--- src/rtl/aes_pkg.sv ---
// Shared types and round-count constants for the AES round sequencer.
package aes_pkg;

    typedef enum logic [1:0] {
        IDLE  = 2'd0,
        ROUND = 2'd1,
        DONE  = 2'd2
    } seq_state_t;

    localparam int NR_128 = 10;
    localparam int NR_192 = 12;
    localparam int NR_256 = 14;

    // Reserved encoding 3 falls back to AES-128.
    function automatic int nr_decode(input logic [1:0] nr_sel);
        case (nr_sel)
            2'd1:    return NR_192;
            2'd2:    return NR_256;
            default: return NR_128;
        endcase
    endfunction

endpackage

--- src/rtl/aes_round_sequencer.sv ---
// Round controller for the multicycle AES datapath: runtime Nr, enc/dec direction,
// valid/ready on both sides with backpressure and synchronous abort.
module aes_round_sequencer
    import aes_pkg::*;
#(
    parameter int MAX_ROUNDS = 14,
    parameter int IDX_W      = 4
) (
    input  logic             clk,
    input  logic             rst,
    input  logic             abort,
    input  logic             in_valid,
    output logic             in_ready,
    input  logic             in_decrypt,
    input  logic [1:0]       nr_sel,
    output logic             load_state,
    output logic             round_en,
    output logic [IDX_W-1:0] round_idx,
    output logic             first_round,
    output logic             last_round,
    output logic             dir,
    output logic             out_valid,
    input  logic             out_ready,
    output logic             busy
);

    generate
        if (MAX_ROUNDS < NR_128 || (2 ** IDX_W) <= MAX_ROUNDS) begin : g_bad_param
            $error("aes_round_sequencer: MAX_ROUNDS/IDX_W out of range");
        end
    endgenerate

    seq_state_t       r_state, w_state_nxt;
    logic [IDX_W-1:0] r_cnt, w_cnt_nxt;
    logic [IDX_W-1:0] r_nr, w_nr_nxt;
    logic             r_dir, w_dir_nxt;
    logic             w_in_ready;
    logic             w_load;

    always_comb begin
        w_state_nxt = r_state;
        w_cnt_nxt   = r_cnt;
        w_nr_nxt    = r_nr;
        w_dir_nxt   = r_dir;
        w_in_ready  = 1'b0;

        case (r_state)
            IDLE:    w_in_ready = 1'b1;
            DONE:    w_in_ready = out_ready;
            default: w_in_ready = 1'b0;
        endcase
        if (rst || abort)
            w_in_ready = 1'b0;
        w_load = in_valid & w_in_ready;

        case (r_state)
            IDLE: begin
                if (w_load) begin
                    w_state_nxt = ROUND;
                    w_cnt_nxt   = IDX_W'(1);
                    w_dir_nxt   = in_decrypt;
                    w_nr_nxt    = IDX_W'(nr_decode(nr_sel));
                end
            end
            ROUND: begin
                if (r_cnt == r_nr) begin
                    w_state_nxt = DONE;
                    w_cnt_nxt   = '0;
                end else begin
                    w_cnt_nxt   = r_cnt + IDX_W'(1);
                end
            end
            DONE: begin
                // Handoff and next accept share a cycle so there is no bubble.
                if (out_ready) begin
                    if (w_load) begin
                        w_state_nxt = ROUND;
                        w_cnt_nxt   = IDX_W'(1);
                        w_dir_nxt   = in_decrypt;
                        w_nr_nxt    = IDX_W'(nr_decode(nr_sel));
                    end else begin
                        w_state_nxt = IDLE;
                    end
                end
            end
            default: begin
                w_state_nxt = IDLE;
                w_cnt_nxt   = '0;
            end
        endcase

        if (abort) begin
            w_state_nxt = IDLE;
            w_cnt_nxt   = '0;
        end
    end

    always_ff @(posedge clk) begin
        if (rst) begin
            r_state <= IDLE;
            r_cnt   <= '0;
            r_dir   <= 1'b0;
            r_nr    <= IDX_W'(NR_128);
        end else begin
            r_state <= w_state_nxt;
            r_cnt   <= w_cnt_nxt;
            r_dir   <= w_dir_nxt;
            r_nr    <= w_nr_nxt;
        end
    end

    // Decrypt walks the key schedule backwards: Nr-1 down to 0.
    assign round_en    = (r_state == ROUND);
    assign round_idx   = round_en ? (r_dir ? (r_nr - r_cnt) : r_cnt) : '0;
    assign first_round = round_en && (r_cnt == IDX_W'(1));
    assign last_round  = round_en && (r_cnt == r_nr);
    assign in_ready    = w_in_ready;
    assign load_state  = w_load;
    assign dir         = r_dir;
    assign out_valid   = (r_state == DONE);
    assign busy        = (r_state != IDLE);

endmodule

--- config.mk ---
export PLATFORM = sky130hd
export DESIGN_NAME = aes_round_sequencer
export DESIGN_NICKNAME = d
export VERILOG_FILES = /design/src/rtl/aes_pkg.sv /design/src/rtl/aes_round_sequencer.sv
export SDC_FILE = /design/constraint.sdc
export NUM_CORES = 1
export LEC_CHECK = 0
export BUFFER_PORTS_ARGS = -buffer_cell sky130_fd_sc_hd__clkbuf_2
export CAP_MARGIN = 20
export CORE_AREA = 8 8 45 47
export CTS_BUF_LIST = sky130_fd_sc_hd__clkbuf_4
export CTS_CLUSTER_DIAMETER = 60
export DETAILED_ROUTE_END_ITERATION = 16
export DIE_AREA = 0 0 53 55
export HOLD_SLACK_MARGIN = 0.1
export PLACE_DENSITY_LB_ADDON = 0.3
export SETUP_SLACK_MARGIN = 0.4
export SLEW_MARGIN = 20
export SYNTH_ARGS = -nofsm -noshare
export SYNTH_HDL_FRONTEND = slang
export SYNTH_SLANG_ARGS = --single-unit
--- constraint.sdc ---
create_clock -name clk -period 4.1 [get_ports clk]
set_input_delay 0.205 -clock clk [delete_from_list [all_inputs] [get_ports clk]]
set_output_delay 0.205 -clock clk [all_outputs]
set_load 0.02 [all_outputs]
Yosys cells after proc, flatten, opt, wreduce, memory -nomap -nowiden
Cells that the tools add are included.
{ "totals": {"regBits": 11, "in_bits": 8, "out_inout_bits": 12} }
{ "op_classes": {"add_sub_neg": 2, "eq_ne": 9, "muxes": 20, "bitwise_logic": 1, "n_reduce_logical": 9} }
{ "ops": {"columns": ["operator", "n"], "rows": [
  ["$mux W4", 7],
  ["$pmux W4 S3", 1],
  ["$pmux W4 S2", 1],
  ["$mux W2", 3],
  ["$pmux W2 S3", 1],
  ["$pmux W3 S2", 1],
  ["$add A4 B1 Y4 const B", 1],
  ["$eq A2 B1 Y1 const B", 2],
  ["$eq A2 B2 Y1 const B", 2],
  ["$eq A4 B1 Y1 const B", 1],
  ["$eq A4 B4 Y1", 1],
  ["$mux W1", 4],
  ["$ne A2 B1 Y1 const B", 2],
  ["$pmux W1 S2", 2],
  ["$reduce_bool A2 Y1", 2],
  ["$sub A4 B4 Y4", 1],
  ["$reduce_and A3 Y1", 1],
  ["$logic_and A1 B1 Y1", 2],
  ["$logic_not A2 Y1", 1],
  ["$ne A2 B2 Y1 const B", 1],
  ["$reduce_and A2 Y1", 1],
  ["$reduce_or A2 Y1", 1],
  ["$and A1 B1 Y1", 1],
  ["$logic_or A1 B1 Y1", 1]
]} }

Depth between registers and ports, before layout
{ "logic_depth": {"depth_word": 7, "ltp_mapped": 7, "ltp_nobuf": 7} }

Worst setup path before layout
OpenSTA, ideal clock, no wires.
{ "synth_timing": {"path_kind": "reg-to-output", "startpoint": "reg r_cnt[1]", "endpoint": "out round_idx[1]", "arrival_ns": 1.421, "t_required_ns": 3.895, "path_slack_ns": 2.474, "path_stages_with_launch": 3, "cell_sequence": "dfxtp_1 -> fa_1 -> a211oi_1"} }
{ "synth_via": {"elab_chain_cells": 3} }
{ "synth_rtl": {"columns": ["item", "line_no", "source"], "rows": [
  ["from (decl)", "aes_round_sequencer.sv:34", "logic [IDX_W-1:0] r_cnt, w_cnt_nxt;"],
  ["from (signal assigned)", "aes_round_sequencer.sv:106", "r_cnt <= w_cnt_nxt;"],
  ["$sub A4 B4 Y4", "aes_round_sequencer.sv:114", "assign round_idx = round_en ? (r_dir ? (r_nr - r_cnt) : r_cnt) : '0;"],
  ["$mux W4 (*) (2 in a row)", "aes_round_sequencer.sv:114", null],
  ["to (decl)", "aes_round_sequencer.sv:18", "output logic [IDX_W-1:0] round_idx,"]
]} }
Every way passes the cells marked *; elsewhere a longest branch is shown, timed or not.

Worst setup path in the final report
{ "layout_timing": {"startpoint": "reg r_cnt[2]", "endpoint": "out round_idx[3]"} }
{ "layout_via": {"elab_chain_cells": 3} }
{ "layout_rtl": {"columns": ["item", "line_no"], "rows": [
  ["$sub A4 B4 Y4", "aes_round_sequencer.sv:114"],
  ["$mux W4 (2 in a row)", "aes_round_sequencer.sv:114"]
]} }
No other way between the ends.

==> metrics.txt <==
outcome=complete, no violations; MaxCap Viol Count=0; Reg power frac=50.2%; WP data arrival=1.75 ns; Crit path depth=7; Net Sw Power=0.0464 mW; Clk pin slew, worst setup/hold paths=0.06 ns; Vias/cell=5.11; Gate Count Post-Synth=76; Post-Syn Area=617 um2; Avg WL per Cell=12.2 um; combinational share of power=12.2%; Placed Cells=109; crit-path leading delay family=flip-flops; # rows=14; Area after DPL=713 um2; initial antenna violation count=0; final wirelength=1380 um; Starting Density=44.6%; Post-CTS Setup Bufs=0; Core ar.=0.00138 mm2; via count=577; commonest non-fill, non-tap cell in the layout=clkbuf_2; drt drc=0; Setup crit end kind=primary output; largest net degree at the start of global routing=10; Final Slew Violations=0; cell chosen for the clock root=clkbuf_4; Yosys cell types=26; Longest Clk Path Bufs=2; I/O Buffers=19; Avg Inst Size Synth=8.12 um2; Critical Path Source Type=flip-flop; largest cells by area after synthesis=dfxtp_1, ha_1, nor2_1; Peak supply drop=0.168 mV; RSZ-0062 raised after global routing=false; Fillers=153; worst path bufs/invs=2; Design Power=0.181 mW; Synth-to-Final Area Change=20.1%; ant diodes=0; most frequent cells in the layout=clkbuf_2, nor2_1, inv_1, dfxtp_1, ha_1; HP Class=input pin to flip-flop; final period utilization=47.7%; Required @ worst endpoint=3.89 ns; CTS resizes=0; drt pass-1 iters=4; die extent in x=53 um; final hold vios=0; hold_buf cts=0; Hold WS=0.158 ns; io pins=20; all-layer global routing usage=10.6%; Final Instance Area=741 um2; sequential share of the synthesized area=29.2%; first-pass GRT wire length=2330 um; P_leak=0.343 nW; r2r startpoint=r_cnt[1]; # H-tree levels=1; Slew @ Worst Pin=0.325 ns; CTS tree=built; Pwr Density=245 mW/mm2; Inserted Clock Buffers=3; share of cells above drive strength 1=27.8%; # nets final=113; antenna viol nets, final=0; Worst setup endpoint=round_idx[3]; design internal power=0.135 mW; Finished Layout Cells=113; Yosys top cell area share=29.2%; setup_tns=0 ns; clock network fraction of design power=37.5%; crit path kind=flip-flop to primary output; Worst setup startpoint=r_cnt[2]; die area=0.00292 mm2; vias in the first global route=557; CP peak stage delay=0.41 ns; Iteration-0 DRC Markers=10; Yosys reg bits=9; DP Worst Slack=2.43 ns; max frequency=0.511 GHz; normalized max-slew margin=78.4%; Final WS setup=2.14 ns; fin crit period=1.96 ns; worst clock skew=0.00185 ns; Sw Ratio=25.6%; grt total ovfl=0; Crit Path Max Fanout=5; hpwl dp=1150 um; Reg2Reg Depth=7; worst r2r dst=r_cnt[2]; Critical Path Slowest Stage Cell=dfxtp_1; synth warn=0; Final Util=53.5%; flop2flop setup slack=2.46 ns; CP cell instances=inv_1, ha_1, o21ai_0, a21oi_1, xnor2_1, nor2_1, clkbuf_2; Final Setup Violations=0; syn nets=91; die span in y=55 um; Worst-Skew Late Latency=0.26 ns; # clock sinks=9; largest area contributor in the netlist=dfxtp_1; Placer Congestion=0.828
-- cells by family (layout without fill, tap and decap cells) --
| kind of cell | Yosys count | in the layout | synth area share (%) |
|---|---|---|---|
| multiplexers | 3 | 3 | 4.87 |
| adder cells (fa/ha/maj) | 7 | 7 | 15.4 |
| flip-flops | 9 | 9 | 29.2 |
| XOR/XNOR | 2 | 2 | 2.84 |
| buffers and inverters | 11 | 32 | 8.52 |
| AND/OR/NAND/NOR | 30 | 30 | 25.4 |
| AO/OA/AOI/OAI | 14 | 14 | 13.8 |
-- power groups by stage --
stage / clock network (mW) / registers (mW) / logic, mW
finish: 0.0680 / 0.0910 / 0.0221
global route: 0.0762 / 0.0913 / 0.0250
CTS: 0.0729 / 0.0910 / 0.0224
detailed placement: 0 / 0.0930 / 0.0224
global placement: 0 / 0.0930 / 0.0219
floorplan: 0 / 0.0929 / 0.0148
-- Yosys cell counts --
master and count:
and4_1 1, a211oi_1 2, or2_2 2, mux2i_1 3
ha_1 6, a31oi_1 1, inv_1 9, dfxtp_1 9
o21ai_0 4, nor2_1 12, buf_6 1, nor2b_1 2
a22oi_1 1, o221a_2 1, nor3_1 1, xnor2_1 2
and2_4 1, nor3b_1 1, fa_1 1, nand2_1 2
nor4b_1 1, buf_4 1, or2_1 1, nand3_1 3
a21oi_1 5, nand2b_1 3
-- state kept, by name (all words and copies together) (netlist names) --
name and cells:
r_nr 2, dir 1, r_cnt 4, r_state 2
-- final cells by class --
cell class	count	area, um2	area share, %
repair buffers	19	95.1	12.8
well taps	16	20.0	2.70
inverters	9	33.8	4.56
clock buffers	3	22.5	3.04
clock inverters	1	5.00	0.676
multi-input cells	56	384	51.9
flip-flops and latches	9	180	24.3
-- metal layers --
metal / up-vias / wire, um / track usage [%]
met4: 0 / 0 / 2.59
met2: 18 / 657 / 17.4
met5: - / 0 / 0
met3: 0 / 128 / 5.35
met1: 262 / 588 / 12.1
li1: 297 / - / -
-- how the worst min path moves through the flow --
stage	endpoint	cells after the start	slack (ns)	from
floorplan	dir	1	0.28	rst
global placement	dir	2	0.43	rst
detailed placement	dir	2	0.44	rst
CTS	dir	2	0.15	rst
global route	r_nr[2]	2	0.17	rst
finish	dir	2	0.16	rst
No activity file was read; power rests on OpenSTA's default activity.
